File: src/rtl/conv_addr_pkg.sv
// Shared types, default widths and the sweep-length helper for the
// convolution window address generator.
package conv_addr_pkg;

  localparam int unsigned DefAddrBits = 16;
  localparam int unsigned DefDimBits  = 8;
  localparam int unsigned DefKBits    = 4;

  typedef enum logic [1:0] {
    IDLE,
    RUN,
    DONE
  } addr_gen_state_e;

  // Number of addresses a legal sweep emits; 0 for an illegal configuration.
  function automatic int unsigned total_addrs(input int unsigned w, input int unsigned h,
                                              input int unsigned k);
    if (k == 0 || k > w || k > h) return 0;
    return (h - k + 1) * (w - k + 1) * k * k;
  endfunction

endpackage

File: src/rtl/wrap_counter.sv
// Up-counter over 0..max_i that wraps to 0; wrap_o flags an enabled step at max.
module wrap_counter #(
  parameter int unsigned Width = 8
) (
  input  logic             clk_i,
  input  logic             rst_i,
  input  logic             load_i,
  input  logic             en_i,
  input  logic [Width-1:0] max_i,
  output logic [Width-1:0] count_o,
  output logic             wrap_o
);

  logic [Width-1:0] r_count;

  always_ff @(posedge clk_i) begin
    if (rst_i || load_i) begin
      r_count <= '0;
    end else if (en_i) begin
      r_count <= (r_count == max_i) ? '0 : r_count + Width'(1);
    end
  end

  assign count_o = r_count;
  assign wrap_o  = en_i && (r_count == max_i);

endmodule

File: src/rtl/conv_window_addr_gen.sv
// Read-address generator for a KxK stride-1 window sweep over a row-major image,
// built from chained wrap counters and an additive row-base accumulator.
module conv_window_addr_gen
  import conv_addr_pkg::*;
#(
  parameter int unsigned AddrBits = DefAddrBits,
  parameter int unsigned DimBits  = DefDimBits,
  parameter int unsigned KBits    = DefKBits
) (
  input  logic                clk_i,
  input  logic                rst_i,
  input  logic                start_i,
  input  logic [DimBits-1:0]  img_width_i,
  input  logic [DimBits-1:0]  img_height_i,
  input  logic [KBits-1:0]    kernel_size_i,
  input  logic [AddrBits-1:0] base_addr_i,
  output logic [AddrBits-1:0] addr_o,
  output logic                addr_valid_o,
  input  logic                addr_ready_i,
  output logic                window_last_o,
  output logic                frame_last_o,
  output logic                busy_o,
  output logic                done_o,
  output logic                cfg_err_o
);

  addr_gen_state_e r_state, w_state_next;

  logic [DimBits-1:0]  r_w, r_h;
  logic [KBits-1:0]    r_k;
  logic [AddrBits-1:0] r_base, r_win_row, r_row;
  logic                r_cfg_err;

  logic [KBits-1:0]    w_kx, w_ky, w_k_max;
  logic [DimBits-1:0]  w_ox, w_oy, w_ox_max, w_oy_max;
  logic                w_kx_wrap, w_ky_wrap, w_ox_wrap, w_oy_wrap;
  logic                w_start_ok, w_cfg_bad, w_xfer, w_win_last, w_frame_last;
  logic [AddrBits-1:0] w_w_ext;

  assign w_start_ok = (r_state == IDLE) && start_i;
  assign w_cfg_bad  = (kernel_size_i == '0) ||
                      (32'(kernel_size_i) > 32'(img_width_i)) ||
                      (32'(kernel_size_i) > 32'(img_height_i));
  assign w_xfer     = (r_state == RUN) && addr_ready_i;

  assign w_k_max  = r_k - KBits'(1);
  assign w_ox_max = r_w - DimBits'(r_k);
  assign w_oy_max = r_h - DimBits'(r_k);
  assign w_w_ext  = AddrBits'(r_w);

  // Each counter steps only when every faster counter wraps on this transfer.
  wrap_counter #(.Width(KBits)) u_kx (
    .clk_i(clk_i), .rst_i(rst_i), .load_i(w_start_ok), .en_i(w_xfer),
    .max_i(w_k_max), .count_o(w_kx), .wrap_o(w_kx_wrap)
  );
  wrap_counter #(.Width(KBits)) u_ky (
    .clk_i(clk_i), .rst_i(rst_i), .load_i(w_start_ok), .en_i(w_kx_wrap),
    .max_i(w_k_max), .count_o(w_ky), .wrap_o(w_ky_wrap)
  );
  wrap_counter #(.Width(DimBits)) u_ox (
    .clk_i(clk_i), .rst_i(rst_i), .load_i(w_start_ok), .en_i(w_ky_wrap),
    .max_i(w_ox_max), .count_o(w_ox), .wrap_o(w_ox_wrap)
  );
  wrap_counter #(.Width(DimBits)) u_oy (
    .clk_i(clk_i), .rst_i(rst_i), .load_i(w_start_ok), .en_i(w_ox_wrap),
    .max_i(w_oy_max), .count_o(w_oy), .wrap_o(w_oy_wrap)
  );

  // r_win_row = oy*W, r_row = (oy+ky)*W, both kept by addition only.
  always_ff @(posedge clk_i) begin
    if (rst_i) begin
      r_w       <= '0;
      r_h       <= '0;
      r_k       <= '0;
      r_base    <= '0;
      r_cfg_err <= 1'b0;
      r_win_row <= '0;
      r_row     <= '0;
    end else if (w_start_ok) begin
      r_w       <= img_width_i;
      r_h       <= img_height_i;
      r_k       <= kernel_size_i;
      r_base    <= base_addr_i;
      r_cfg_err <= w_cfg_bad;
      r_win_row <= '0;
      r_row     <= '0;
    end else if (w_kx_wrap) begin
      if (w_ox_wrap) begin
        r_win_row <= r_win_row + w_w_ext;
        r_row     <= r_win_row + w_w_ext;
      end else if (w_ky_wrap) begin
        r_row <= r_win_row;
      end else begin
        r_row <= r_row + w_w_ext;
      end
    end
  end

  always_ff @(posedge clk_i) begin
    if (rst_i) r_state <= IDLE;
    else       r_state <= w_state_next;
  end

  always_comb begin
    w_state_next = r_state;
    unique case (r_state)
      IDLE:    if (start_i) w_state_next = w_cfg_bad ? DONE : RUN;
      RUN:     if (w_oy_wrap) w_state_next = DONE;
      DONE:    w_state_next = IDLE;
      default: w_state_next = IDLE;
    endcase
  end

  assign w_win_last   = (r_state == RUN) && (w_kx == w_k_max) && (w_ky == w_k_max);
  assign w_frame_last = w_win_last && (w_ox == w_ox_max) && (w_oy == w_oy_max);

  always_comb begin
    addr_o        = r_base + r_row + AddrBits'(w_ox) + AddrBits'(w_kx);
    addr_valid_o  = (r_state == RUN);
    busy_o        = (r_state == RUN);
    done_o        = (r_state == DONE);
    window_last_o = w_win_last;
    frame_last_o  = w_frame_last;
    cfg_err_o     = r_cfg_err;
  end

endmodule
File: config.mk
export PLATFORM = sky130hd
export DESIGN_NAME = conv_window_addr_gen
export DESIGN_NICKNAME = d
export VERILOG_FILES = /design/src/rtl/conv_addr_pkg.sv /design/src/rtl/wrap_counter.sv /design/src/rtl/conv_window_addr_gen.sv
export SDC_FILE = /design/constraint.sdc
export NUM_CORES = 1
export LEC_CHECK = 0
export ABC_CLOCK_PERIOD_IN_PS = 7700
export BUFFER_PORTS_ARGS = -buffer_cell sky130_fd_sc_hd__buf_4
export CORE_ASPECT_RATIO = 1.75
export CORE_UTILIZATION = 50
export DETAILED_ROUTE_END_ITERATION = 16
export GPL_TIMING_DRIVEN = 0
export PLACE_DENSITY_LB_ADDON = 0.15
export SETUP_SLACK_MARGIN = 0.5
export SLEW_MARGIN = 40
export SYNTH_ARGS = -nofsm -noshare
export SYNTH_HDL_FRONTEND = slang
export SYNTH_SLANG_ARGS = --single-unit
export TNS_END_PERCENT = 5
File: constraint.sdc
create_clock -name clk_i -period 7.7 [get_ports clk_i]
set_clock_uncertainty 0.1 [all_clocks]
set_input_delay 1.54 -clock clk_i [delete_from_list [all_inputs] [get_ports clk_i]]
set_output_delay 1.54 -clock clk_i [all_outputs]
set_load 0.02 [all_outputs]
# == After elaboration in Yosys (flattened, before gate mapping) ==
# Index checks and enable logic that the tools add are counted.
# word_totals
reg_bits,95
latch_bits,0
mem_bits_rw,0
rom_bits,0
input_bits,40
word_cells,62
mem_count,0
# op_classes
add_sub_neg,12
n_mul,0
div_mod_pow,0
n_lt_le_gt_ge,2
eq_ne,8
shifts,0
n_mux,10
bitwise_logic,0
n_reduce_logical,18
# ops
operator,count
16-bit by 8-bit adder with 16-bit output,3
16-bit 2-to-1 mux,2
16-bit adder,1
16-bit by 4-bit adder with 16-bit output,1
8-bit by 1-bit adder with 8-bit output (second input constant),2
8-bit == test,2
4-bit by 8-bit greater-than comparator with 1-bit output,2
8-bit 2-to-1 mux,2
8-bit by 4-bit subtractor with 8-bit output,2
1-bit logical AND,10
4-bit by 1-bit adder with 4-bit output (second input constant),2
4-bit == test,2
4-bit 2-to-1 mux,2
2-bit 2-to-1 mux,3
4-bit logical NOT,1
2-bit one-hot mux with 2 select lines,1
2-bit AND reduction,2
4-bit by 1-bit subtractor with 4-bit output (second input constant),1
1-bit logical OR,3
2-bit by 1-bit == test with 1-bit output (second input constant),1
2-bit == test (second input constant),1
2-bit logical NOT,1
2-bit by 1-bit inequality test with 1-bit output (second input constant),1
2-bit inequality test (second input constant),1
2-bit OR reduction,1

# == Logic depth before layout (Yosys ltp) ==
# depth
depth_word,8
depth_mapped,14
ltp_nobuf,14

# == By module ==
# From an unflattened synthesis, not the netlist that was laid out.
# hier_totals
cells_unflattened,911
hier_area_um2,7448.4
# by_module_without_submodules
mod,n_inst,cells_per_inst,area_per_inst_um2,seq_area_each_um2
conv_window_addr_gen,1,763,6007.0,1421.4
wrap_counter at u_ox ...,2,48,454.2,160.2
wrap_counter at u_kx ...,2,26,266.5,80.1

# == Worst setup path after synthesis ==
# No wires, ideal clock.
# synth_timing
kind,reg2out
from,"register u_kx.r_count[1], in the netlist u_kx.count_o[1]"
to,output port addr_o[15]
arrival_ps,3640
required_ps,6060
setup_slack_ps,2420
stages_incl_launch_ff,15
path_cell_list,dfxtp_1 inv_1 fa_1 inv_1 fa_1 ha_1 inv_1 fa_1 nor2b_1 o31a_1 o211ai_1 a21oi_1 a2111oi_0 nor2_1 a211oi_1
# synth_via
elab_chain_len,1
# synth_lines
element,line_no,rtl
"start, declared",wrap_counter.sv:14,logic [Width-1:0] r_count;
"start signal, assigned",wrap_counter.sv:20,r_count <= (r_count == max_i) ? '0 : r_count + Width'(1);
16-bit by 4-bit adder with 16-bit output,conv_window_addr_gen.sv:118,addr_o = r_base + r_row + AddrBits'(w_ox) + AddrBits'(w_kx);
"end, declared",conv_window_addr_gen.sv:17,"output logic [AddrBits-1:0] addr_o,"
# No other way between the ends.

# == Final worst setup path ==
# Ends and elaborated chain as after synthesis.

==> reports/summary.txt <==
CTS Buf Count -> 9
Clk Latency, worst-skew pair -> 360 ps
PD cells -> 153 nW/um^2
Worst-path fanout max -> 5
Synth top cells by count -> nand2_1 (115), dfxtp_1 (95), a21oi_1 (87)
Post-synth EDFFs -> 0
Worst r2r src -> r_w[1]
Cell taking the most area after synthesis -> dfxtp_1
DR iter-0 viols -> 316
Setup Viol. Count Final -> 0
Register bit total from synthesis -> 95
CTS tree -> yes
Top area cells in the synthesized netlist -> dfxtp_1 (26%), ha_1 (12%), a21oi_1 (6.0%)
Post-CTS sizing -> 0
Mapped Cells -> 918
Lkg Pwr -> 3.48 nW
Grt met1 use -> 29.9%
WS Path Type -> register to output pin
Chip width -> 93.0 um
Reg clk slew, reported paths -> 70 ps
Vias in the first global route -> 6,859
Area of the die -> 15,000 sq um
Hold Buf Count CTS -> 0
Critical R2R Capture -> r_row[11]
Initial Util -> 51.6%
Mapped cell area -> 7250 sq um
CORE AREA -> 14,000 sq um
Placed Cells -> 1,156
Met2 usage -> 54.5%
Final wirelength -> 21.0 mm
Clock Path Buffers -> 2
Die H -> 161 um
Vias -> 6,904
Rows -> 57
Hold Path Origin -> r_base[2]
Residual DRC -> 0
Relative slew slack -> 47.6%
Total GRT Usage -> 29.4%
Antenna viol nets, final -> 0
Flop-to-flop setup slack -> 3830 ps
Postcts setup bufs -> 0
Tightest Hold Check Type -> register to register
Max VDD drop -> 0.139 mV
Outcome -> completed
Io pins -> 62
Number of H-tree levels -> 3
Post-synthesis sequential area ratio -> 26.2%
Setup TNS -> 0 ps
Initial antenna violation count -> 0
Pin count of the biggest net entering global routing -> 17
Wire length per cell -> 17.9 um
Maxcap violations -> 0
Final HPWL DP -> 16.6 mm
Slew @ Worst Pin -> 786 ps
RSZ-0062 raised after global routing -> no
FFs w/ async S/R, synth -> 0%
Fraction of layout cells with a size suffix above 1 -> 9.85%
Hold path cells -> 2
Count leader, synth -> nand2_1
Fmax -> 170 MHz
Crit share post-route -> 76.5%
Gr busiest metal -> met2
Syn. warnings -> 0
Synthesis-to-layout area growth -> 13.8%
Area share of the largest cell type after synthesis -> 26.2%
Final hold vios -> 0
ANT cells -> 0
Tmin final -> 5890 ps
Predominant post-synthesis flop cell -> dfxtp_1
Clock sink total -> 95
# nets final -> 1,117
Startpoint types -> register
CP required -> 6060 ps
Synth Net Count -> 1,045
Setup crit end kind -> output pin
Synth cell types -> 69
Synthesized area per cell -> 7.90 sq um
Drt pass-1 iters -> 5
Critical Path AT -> 4250 ps
GR Util met3 -> 4.00%
Slew Limit Fails -> 0
R2r worst-path depth -> 10
First-pass GRT wire length -> 33.7 mm
Layout Cells excl Fill -> 1,172
Vias/cell -> 5.89
Gr ovfl total -> 0
Clk root buf -> clkbuf_16
Count of input and output buffers -> 61
Gp weighted congestion -> 0.944
WHS Endpoint -> r_base[2]
routing by layer:
layer,share of wire (%),routed length [um],vias up
met2,53,11200,190
met4,6.7,1420,0
met3,3.7,786,68
met1,36,7570,3265
li1,-,-,3381
met5,0,0,-
power by group:
part	total (mW)	switching, mW	leakage (nW)	internal, mW
clock	0.493	0.207	0.160	0.286
combinational	0.253	0.149	2.55	0.103
sequential	0.521	0.0165	0.771	0.505
critical path: stages (launching register included):
cell and delay (ps):
dfxtp_1 450, inv_1 90, fa_1 480, inv_1 50
fa_1 450, ha_1 250, inv_1 70, fa_1 200
nor2b_1 70, o31a_1 280, o211ai_1 230, a21oi_1 110
a2111oi_0 590, nor2_1 160, a211oi_1 240, buf_4 180
worst max-delay path by stage:
stage / startpoint / end / slack [ps] / cells after the start
finish: u_kx.count_o[1] / addr_o[15] / 1810 / 15
CTS: u_kx.count_o[1] / addr_o[15] / 1810 / 15
detailed placement: u_kx.count_o[1] / addr_o[15] / 2220 / 15
floorplan: u_kx.count_o[1] / addr_o[15] / 2420 / 14
global placement: r_row[1] / addr_o[15] / 2290 / 15
global route: u_kx.count_o[1] / addr_o[15] / 1530 / 15
cells in the final DEF (no fill, tap or decap), drive strengths merged, types with 16 or more instances in the layout:
cell	instances
fa	16
ha	71
a21oi	87
o21ai	32
a211oi	16
nand3	34
nand2	115
inv	73
xnor2	48
xor2	22
dfxtp	95
clkbuf	39
nor2	64
o21a	17
buf	72
cell families after synthesis:
kind of cell / after synthesis / share of synthesized area [%]
adder cells (fa/ha/maj): 87 / 16.7
AND/OR/NAND/NOR: 319 / 21.8
buffers and inverters: 113 / 6.11
XOR/XNOR: 71 / 8.78
multiplexers: 1 / 0.138
AO/OA/AOI/OAI: 232 / 20.3
flip-flops: 95 / 26.2
per-stage QoR:
step                      setup slack [ps]  instance area, sq um  total power [mW]  hold WS [ps]  utilization (%)
final                                 1810                  8250              1.27           359             58.7
after global routing                  1530                  8250              1.32           381             58.7
after CTS                             1810                  8250              1.27           358             58.7
after detailed placement              2220                  7930             0.784           350             56.5
after global placement                2290                  7930             0.780           344             56.5
after floorplan                       2420                  7250             0.701           336                -
state kept, by name, summed over array words and instances (netlist names):
signal / count
r_state: 2
u_kx.count_o: 4
r_base: 16
r_row: 16
r_k: 4
u_ky.count_o: 4
r_win_row: 16
u_oy.count_o: 8
u_ox.count_o: 8
cfg_err_o: 1
r_w: 8
r_h: 8
final cells by class:
cell class              instances  area (sq um)
flip-flops and latches         95          1900
clock buffers                   9           225
clock inverters                 7          96.3
repair buffers                 61           458
well taps                     177           221
plain buffers                  41           173
multi-input cells             710          4910
inverters                      72           270
fillers                      1371          5800
Power figures use the tool's default switching activity.
